[src/rtl/soc_bus_pkg.sv]
// Shared constants for the SoC memory bus arbiter: master IDs, FSM encoding, default widths.
package soc_bus_pkg;

  localparam int unsigned NUM_MST = 3;
  localparam int unsigned DEF_AW  = 32;
  localparam int unsigned DEF_DW  = 32;

  typedef logic [1:0] mst_id_t;

  localparam mst_id_t MST_LSU = 2'd0;
  localparam mst_id_t MST_IFU = 2'd1;
  localparam mst_id_t MST_DBG = 2'd2;

  typedef enum logic {
    ST_IDLE,
    ST_WAIT
  } arb_state_e;

  function automatic logic [NUM_MST-1:0] id2oh(input mst_id_t id);
    logic [NUM_MST-1:0] oh;
    oh = '0;
    unique case (id)
      MST_LSU: oh = 3'b001;
      MST_IFU: oh = 3'b010;
      MST_DBG: oh = 3'b100;
      default: oh = 3'b000;
    endcase
    return oh;
  endfunction

  function automatic mst_id_t oh2id(input logic [NUM_MST-1:0] oh);
    mst_id_t id;
    if (oh[2]) begin
      id = MST_DBG;
    end else if (oh[1]) begin
      id = MST_IFU;
    end else begin
      id = MST_LSU;
    end
    return id;
  endfunction

endpackage

[src/rtl/soc_bus_arbiter_if.sv]
// Bus bundle between the three masters, the arbiter and the single-port memory slave.
interface soc_bus_arbiter_if #(
  parameter int unsigned AW = soc_bus_pkg::DEF_AW,
  parameter int unsigned DW = soc_bus_pkg::DEF_DW
);
  logic [2:0]    m_req;
  logic [2:0]    m_we;
  logic [2:0]    m_lock;
  logic [3*AW-1:0] m_addr;
  logic [3*DW-1:0] m_wdata;
  logic [2:0]    m_gnt;
  logic [2:0]    m_rvalid;
  logic [DW-1:0] m_rdata;

  logic          s_req;
  logic          s_we;
  logic [AW-1:0] s_addr;
  logic [DW-1:0] s_wdata;
  logic          s_ready;
  logic          s_rvalid;
  logic [DW-1:0] s_rdata;

  modport arbiter (
    input  m_req, m_we, m_lock, m_addr, m_wdata, s_ready, s_rvalid, s_rdata,
    output m_gnt, m_rvalid, m_rdata, s_req, s_we, s_addr, s_wdata
  );

  modport master (
    output m_req, m_we, m_lock, m_addr, m_wdata,
    input  m_gnt, m_rvalid, m_rdata
  );

  modport slave (
    input  s_req, s_we, s_addr, s_wdata,
    output s_ready, s_rvalid, s_rdata
  );

endinterface

[src/rtl/arb_rr_picker.sv]
// Three-way priority picker: one-hot start pointer marks the highest-priority requester.
module arb_rr_picker (
  input  logic [2:0] req,
  input  logic [2:0] ptr,
  output logic [2:0] gnt
);

  logic [2:0] rot;
  logic [2:0] pick;

  // Rotate so the pointed-to master sits at bit 0, take the lowest set bit, rotate back.
  always_comb begin
    rot = '0;
    unique case (ptr)
      3'b001:  rot = req;
      3'b010:  rot = {req[0], req[2:1]};
      3'b100:  rot = {req[1:0], req[2]};
      default: rot = '0;
    endcase
    pick = rot & (~rot + 3'd1);
    gnt  = '0;
    unique case (ptr)
      3'b001:  gnt = pick;
      3'b010:  gnt = {pick[1:0], pick[2]};
      3'b100:  gnt = {pick[0], pick[2:1]};
      default: gnt = '0;
    endcase
  end

endmodule

[src/rtl/soc_bus_arbiter.sv]
// Arbitrates M0 (LSU), M1 (IFU), M2 (debug) onto one memory slave with one outstanding access.
// Define ARB_ROUND_ROBIN_EN for rotating priority; default build is fixed priority M0 > M1 > M2.
module soc_bus_arbiter
  import soc_bus_pkg::*;
#(
  parameter int unsigned AW       = DEF_AW,
  parameter int unsigned DW       = DEF_DW,
  parameter int unsigned LOCK_MAX = 16
) (
  input logic                clk,
  input logic                rst,
  soc_bus_arbiter_if.arbiter bus
);

  localparam int unsigned CW = $clog2(LOCK_MAX + 1);

  arb_state_e        state_q;
  mst_id_t           owner_q;
  logic              lock_mask_q;
  logic [CW-1:0]     lock_cnt_q;
  logic [NUM_MST-1:0] ptr;

`ifdef ARB_ROUND_ROBIN_EN
  logic [NUM_MST-1:0] rr_q;
  assign ptr = rr_q;
`else
  assign ptr = 3'b001;
`endif

  logic [NUM_MST-1:0] owner_oh;
  logic [NUM_MST-1:0] eligible;
  logic [NUM_MST-1:0] win_oh;
  logic               arb_win;
  logic               force_rel;
  logic               owner_drop;
  logic               mask_eff;
  logic               issue;
  logic               win_lock;
  logic [CW-1:0]      cnt_base;
  logic [AW-1:0]      win_addr;
  logic [DW-1:0]      win_wdata;

  assign owner_oh  = id2oh(owner_q);
  assign arb_win   = (state_q == ST_IDLE) || (bus.s_rvalid && (state_q == ST_WAIT));
  assign force_rel = lock_mask_q && (lock_cnt_q == CW'(LOCK_MAX));
  // Only judged at an arbitration point: a locked owner is idle while its access is in flight.
  assign owner_drop = lock_mask_q && arb_win && !(|(bus.m_req & owner_oh));
  assign mask_eff   = lock_mask_q && !force_rel && !owner_drop;
  assign eligible   = mask_eff ? (bus.m_req & owner_oh) : bus.m_req;

  arb_rr_picker u_picker (
    .req (eligible),
    .ptr (ptr),
    .gnt (win_oh)
  );

  assign issue    = !rst && bus.s_ready && arb_win && (|eligible);
  assign win_lock = |(bus.m_lock & win_oh);
  assign cnt_base = mask_eff ? lock_cnt_q : '0;

  always_comb begin
    win_addr  = '0;
    win_wdata = '0;
    for (int i = 0; i < int'(NUM_MST); i++) begin
      if (win_oh[i]) begin
        win_addr  = bus.m_addr[i*AW +: AW];
        win_wdata = bus.m_wdata[i*DW +: DW];
      end
    end
  end

  always_comb begin
    bus.m_gnt    = issue ? win_oh : '0;
    bus.s_req    = issue;
    bus.s_we     = issue && (|(bus.m_we & win_oh));
    bus.s_addr   = issue ? win_addr : '0;
    bus.s_wdata  = issue ? win_wdata : '0;
    bus.m_rvalid = (!rst && bus.s_rvalid && (state_q == ST_WAIT)) ? owner_oh : '0;
    bus.m_rdata  = rst ? '0 : bus.s_rdata;
  end

  always_ff @(posedge clk) begin
    if (rst) begin
      state_q     <= ST_IDLE;
      owner_q     <= MST_LSU;
      lock_mask_q <= 1'b0;
      lock_cnt_q  <= '0;
`ifdef ARB_ROUND_ROBIN_EN
      rr_q        <= 3'b001;
`endif
    end else if (issue) begin
      state_q <= ST_WAIT;
      owner_q <= oh2id(win_oh);
      if (win_lock) begin
        lock_mask_q <= 1'b1;
        lock_cnt_q  <= cnt_base + CW'(1);
      end else begin
        lock_mask_q <= 1'b0;
        lock_cnt_q  <= '0;
`ifdef ARB_ROUND_ROBIN_EN
        rr_q        <= {win_oh[1:0], win_oh[2]};
`endif
      end
    end else begin
      if (bus.s_rvalid && (state_q == ST_WAIT)) begin
        state_q <= ST_IDLE;
      end
      if (owner_drop) begin
        lock_mask_q <= 1'b0;
        lock_cnt_q  <= '0;
      end
    end
  end

endmodule

[src/flat_wrapper.sv]
// flat-port wrapper written by rule: the top's interface ports become plain ports
module soc_bus_arbiter_flat import soc_bus_pkg::*;
#(
  parameter int unsigned AW       = DEF_AW,
  parameter int unsigned DW       = DEF_DW,
  parameter int unsigned LOCK_MAX = 16
)
  (clk, rst, bus_m_req, bus_m_we, bus_m_lock, bus_m_addr, bus_m_wdata, bus_s_ready, bus_s_rvalid, bus_s_rdata, bus_m_gnt, bus_m_rvalid, bus_m_rdata, bus_s_req, bus_s_we, bus_s_addr, bus_s_wdata);
  soc_bus_arbiter_if #(.AW(AW), .DW(DW)) bus_i ();
  input logic clk;
  input logic rst;
  input wire logic [$bits(bus_i.m_req)-1:0] bus_m_req;
  input wire logic [$bits(bus_i.m_we)-1:0] bus_m_we;
  input wire logic [$bits(bus_i.m_lock)-1:0] bus_m_lock;
  input wire logic [$bits(bus_i.m_addr)-1:0] bus_m_addr;
  input wire logic [$bits(bus_i.m_wdata)-1:0] bus_m_wdata;
  input wire logic [$bits(bus_i.s_ready)-1:0] bus_s_ready;
  input wire logic [$bits(bus_i.s_rvalid)-1:0] bus_s_rvalid;
  input wire logic [$bits(bus_i.s_rdata)-1:0] bus_s_rdata;
  output wire logic [$bits(bus_i.m_gnt)-1:0] bus_m_gnt;
  output wire logic [$bits(bus_i.m_rvalid)-1:0] bus_m_rvalid;
  output wire logic [$bits(bus_i.m_rdata)-1:0] bus_m_rdata;
  output wire logic [$bits(bus_i.s_req)-1:0] bus_s_req;
  output wire logic [$bits(bus_i.s_we)-1:0] bus_s_we;
  output wire logic [$bits(bus_i.s_addr)-1:0] bus_s_addr;
  output wire logic [$bits(bus_i.s_wdata)-1:0] bus_s_wdata;
  assign bus_i.m_req = bus_m_req;
  assign bus_i.m_we = bus_m_we;
  assign bus_i.m_lock = bus_m_lock;
  assign bus_i.m_addr = bus_m_addr;
  assign bus_i.m_wdata = bus_m_wdata;
  assign bus_i.s_ready = bus_s_ready;
  assign bus_i.s_rvalid = bus_s_rvalid;
  assign bus_i.s_rdata = bus_s_rdata;
  assign bus_m_gnt = bus_i.m_gnt;
  assign bus_m_rvalid = bus_i.m_rvalid;
  assign bus_m_rdata = bus_i.m_rdata;
  assign bus_s_req = bus_i.s_req;
  assign bus_s_we = bus_i.s_we;
  assign bus_s_addr = bus_i.s_addr;
  assign bus_s_wdata = bus_i.s_wdata;
  soc_bus_arbiter #(.AW(AW), .DW(DW), .LOCK_MAX(LOCK_MAX)) u_core (.clk(clk), .rst(rst), .bus(bus_i));
endmodule
[config.mk]
export PLATFORM = sky130hd
export DESIGN_NAME = soc_bus_arbiter_flat
export DESIGN_NICKNAME = d
export VERILOG_FILES = /design/src/rtl/soc_bus_pkg.sv /design/src/rtl/soc_bus_arbiter_if.sv /design/src/rtl/arb_rr_picker.sv /design/src/rtl/soc_bus_arbiter.sv /design/src/flat_wrapper.sv
export SDC_FILE = /design/constraint.sdc
export NUM_CORES = 1
export LEC_CHECK = 0
export BUFFER_PORTS_ARGS = -buffer_cell sky130_fd_sc_hd__buf_4
export CELL_PAD_IN_SITES_DETAIL_PLACEMENT = 0
export CELL_PAD_IN_SITES_GLOBAL_PLACEMENT = 2
export CORE_MARGIN = 2
export CORE_UTILIZATION = 12
export CTS_CLUSTER_SIZE = 20
export DETAILED_ROUTE_END_ITERATION = 12
export PLACE_DENSITY = 0.88
export SYNTH_ARGS = -nofsm -noshare
export SYNTH_HDL_FRONTEND = slang
export SYNTH_SLANG_ARGS = --single-unit
[constraint.sdc]
create_clock -name clk -period 3.4 [get_ports clk]
set_clock_uncertainty 0.15 [all_clocks]
set_input_delay 0.68 -clock clk [delete_from_list [all_inputs] [get_ports clk]]
set_output_delay 0.68 -clock clk [all_outputs]
set_load 0.02 [all_outputs]
==> results by group <==
Pwr
  – Switching fraction of total power: 38.43%
  – Lkg Pwr: 2.723 nW
  – Clock group share of total power: 19.4%
  – Power per cell area: 181.9 nW/um2
  – NetSw: 0.0004145 W
  – Pint: 0.0006640 W
  – Sequential power share: 10.9%
  – Comb power frac: 69.7%
  – Worst VDD drop: 120.8 uV

Floorplanning
  – Initial core utilization: 12.12%
  – Core area: 19,270 um2
  – Num ports: 341
  – Die X-Extent: 143.5 um
  – Placement row count: 51
  – Die ar.: 20,600 um2
  – Die height: 143.5 um

Clocking
  – Sink Count: 9
  – Clock Path Buffers: 2
  – # hold bufs at CTS: 0
  – CTS buffer count: 3
  – H-Tree Depth: 1
  – CTS root buf: clkbuf_16
  – CTS tree: yes
  – Worst-Skew Late Latency: 0.24 ns
  – Clk pin slew, worst setup/hold paths: 0.04 ns

Synthesis
  – Yosys reg bits: 9
  – Leading area contributor after synthesis: a211oi_1
  – Yosys top cell area share: 21.21%
  – Syn_nets: 602
  – Synth area leaders: a211oi_1, o22ai_1, nand2_1, nor2b_1, dfxtp_1
  – EDFF count, synth: 0
  – Ys async rst share: 0%
  – Register area share after synthesis: 7.713%
  – Mean post-synth cell area: 6.418 um2
  – Synth unique cells: 44
  – Synthesis Warnings: 0
  – Synthesized area: 2336 um2
  – Mapped Cells: 364
  – Synth Flop Type: dfxtp_1

Worst setup path
  – Max FO, Critical Path: 5
  – CP Launch Type: flop
  – CP required: 2.57 ns
  – CP endpoint kind: output port
  – Arr. time, crit path: 2.56 ns
  – Setup CP Type: reg2out

Final layout
  – Area growth syn-to-layout: 153.9%
  – Antenna cells: 0
  – Share of layout cells above drive strength 1: 65.02%
  – Nets: 948

Timing
  – Slew margin rel.: 72.68%
  – Final slew viol count: 0
  – Post-layout minimum cycle time: 3.393 ns
  – RSZ-0062 raised after global routing: yes
  – Measured slew at the worst slew-check pin: 0.4088 ns
  – Final Setup Violations: 0
  – Total negative slack: 0 ns
  – Hold slack: 0.3410 ns
  – Final hold vios: 0
  – Part of the cycle the worst path needs: 99.80%
  – Fmax: 294.7 MHz

Flow run
  – Number of max-cap violations: 0

Routing
  – Post-route ant nets: 0
  – Via count: 4,176
  – DR WL/cell: 15.67 um
  – TritonRoute pass-1 iters: 4
  – Drt total wl: 15.26 mm
  – Via-to-Cell Ratio: 4.287
  – 1st-iter DRT viols: 220
  – # DRC: 0

Global route
  – Largest net degree at the start of global routing: 42
  – Vias in the first global route: 3,940
  – Total GRT Usage: 12.50%
  – First-pass GRT wire length: 20.58 mm
  – Congestion Overflow GR: 0
  – Initial antenna violation count: 0

Run status
  – Status: finished clean

Worst hold path
  – Min-delay worst type: reg2reg

Placed design
  – Routability cong.: 0.7963
  – Port bufs: 340
  – DP HPWL: 11.68 mm
[power by group through the flow]
| stage | combinational (W) | clock, W | sequential (W) |
|---|---|---|---|
| 2_1_floorplan | 0.000291 | 0 | 0.000116 |
| 3_3_place_gp | 0.000682 | 0 | 0.000119 |
| 3_5_place_dp | 0.000682 | 0 | 0.000118 |
| 4_1_cts | 0.000690 | 0.000212 | 0.000117 |
| 5_1_grt | 0.000805 | 0.000220 | 0.000119 |
| 6_report | 0.000752 | 0.000209 | 0.000118 |
[state kept, by name, summed over array words and instances (netlist names)]
| signal | count |
|---|---|
| u_core.owner_q | 2 |
| u_core.lock_mask_q | 1 |
| u_core.lock_cnt_q | 5 |
| u_core.state_q | 1 |
[what timing repair did]
action / 4_1_cts / 5_1_grt
cloned: 0 / 1
endpoints found under the setup margin: 56 / 62
resized for setup: 9 / 78
setup buffers: 0 / 5
pin swaps: 1 / 5
[cell type report]
type,instances,area [um2]
clock buffer,4,78.83
tap,265,331.6
timing repair buffer,381,3017
inverter,11,41.29
sequential,9,182.7
fill,2125,13340
multi-input combinational,304,2280
[Yosys cell counts (all sizes together), types with 3 or more instances]
library cell	n
o21ai	7
nand3	6
nand2b	3
and2	4
inv	11
a21o	4
nor2	8
o22ai	66
clkbuf	17
nand2	70
dfxtp	9
a21oi	3
and3	3
buf	24
a31oi	3
a211oi	66
nor2b	33
[routing by layer]
| metal | GRT usage (%) | share of wire (%) |
|---|---|---|
| met1 | 15.13 | 40 |
| met2 | 23.38 | 51 |
| met3 | 2.066 | 7.2 |
| met4 | 2.012 | 0.82 |
| met5 | 0 | 0 |
[cells in the final DEF (no fill, tap or decap), types with 3 or more instances in the layout]
cell type / Yosys / layout
o22ai_1: 66 / 53
clkbuf_16: 0 / 3
nor2_1: 6 / 6
buf_6: 6 / 5
and2_1: 4 / 4
nand2_1: 70 / 70
and3_1: 3 / 3
o22ai_2: 0 / 11
inv_1: 11 / 11
nand3_1: 6 / 5
a211oi_2: 0 / 45
a211oi_1: 66 / 20
nor2b_1: 33 / 33
buf_4: 5 / 363
a21o_1: 4 / 3
o21ai_0: 4 / 4
buf_12: 0 / 8
dfxtp_1: 9 / 7
buf_8: 0 / 5
[worst paths after layout]
| kind | from | slack, ns | endpoint | cells past startpoint |
|---|---|---|---|---|
| max | u_core.lock_cnt_q[1] | 0.007 | bus_s_addr[15] | 8 |
| min | u_core.lock_cnt_q[1] | 0.34 | u_core.lock_cnt_q[1] | 2 |
| max reg2reg | u_core.owner_q[1] | 0.82 | u_core.lock_cnt_q[3] | 7 |
| min reg2reg | u_core.lock_cnt_q[1] | 0.34 | u_core.lock_cnt_q[1] | 2 |
[kinds of logic after synthesis]
family,synth area share [%]
AOI/OAI and AO/OA,51.85
xor gates and xnor gates,0.3750
adders and majority gates,0.5355
buffers and inverters,11.78
DFF,7.713
muxes,0.8570
and+or+nand+nor,26.89
[per-stage QoR]
step | worst slack, ns | area [um2] | total power (W) | utilization (%) | cells
6_report | 0.006809 | 5931 | 0.001079 | 30.78 | 974
5_1_grt | -0.09854 | 5931 | 0.001144 | 30.78 | 974
4_1_cts | -0.02387 | 5489 | 0.001019 | 28.48 | 969
3_5_place_dp | -0.05623 | 5365 | 0.0008008 | 27.84 | 965
3_3_place_gp | -0.02571 | 5365 | 0.0008009 | 27.84 | 965
2_1_floorplan | 0.1337 | 2336 | 0.0004063 | - | 364
[critical path: stages (launching register included)]
cell,delay [ns]
dfxtp_2,0.33
or4b_4,0.55
o21a_4,0.27
a21o_4,0.22
a21boi_4,0.21
nor2_2,0.13
buf_4,0.17
a211oi_1,0.24
buf_4,0.20
Note: power is estimated with default switching activity, not from simulation.
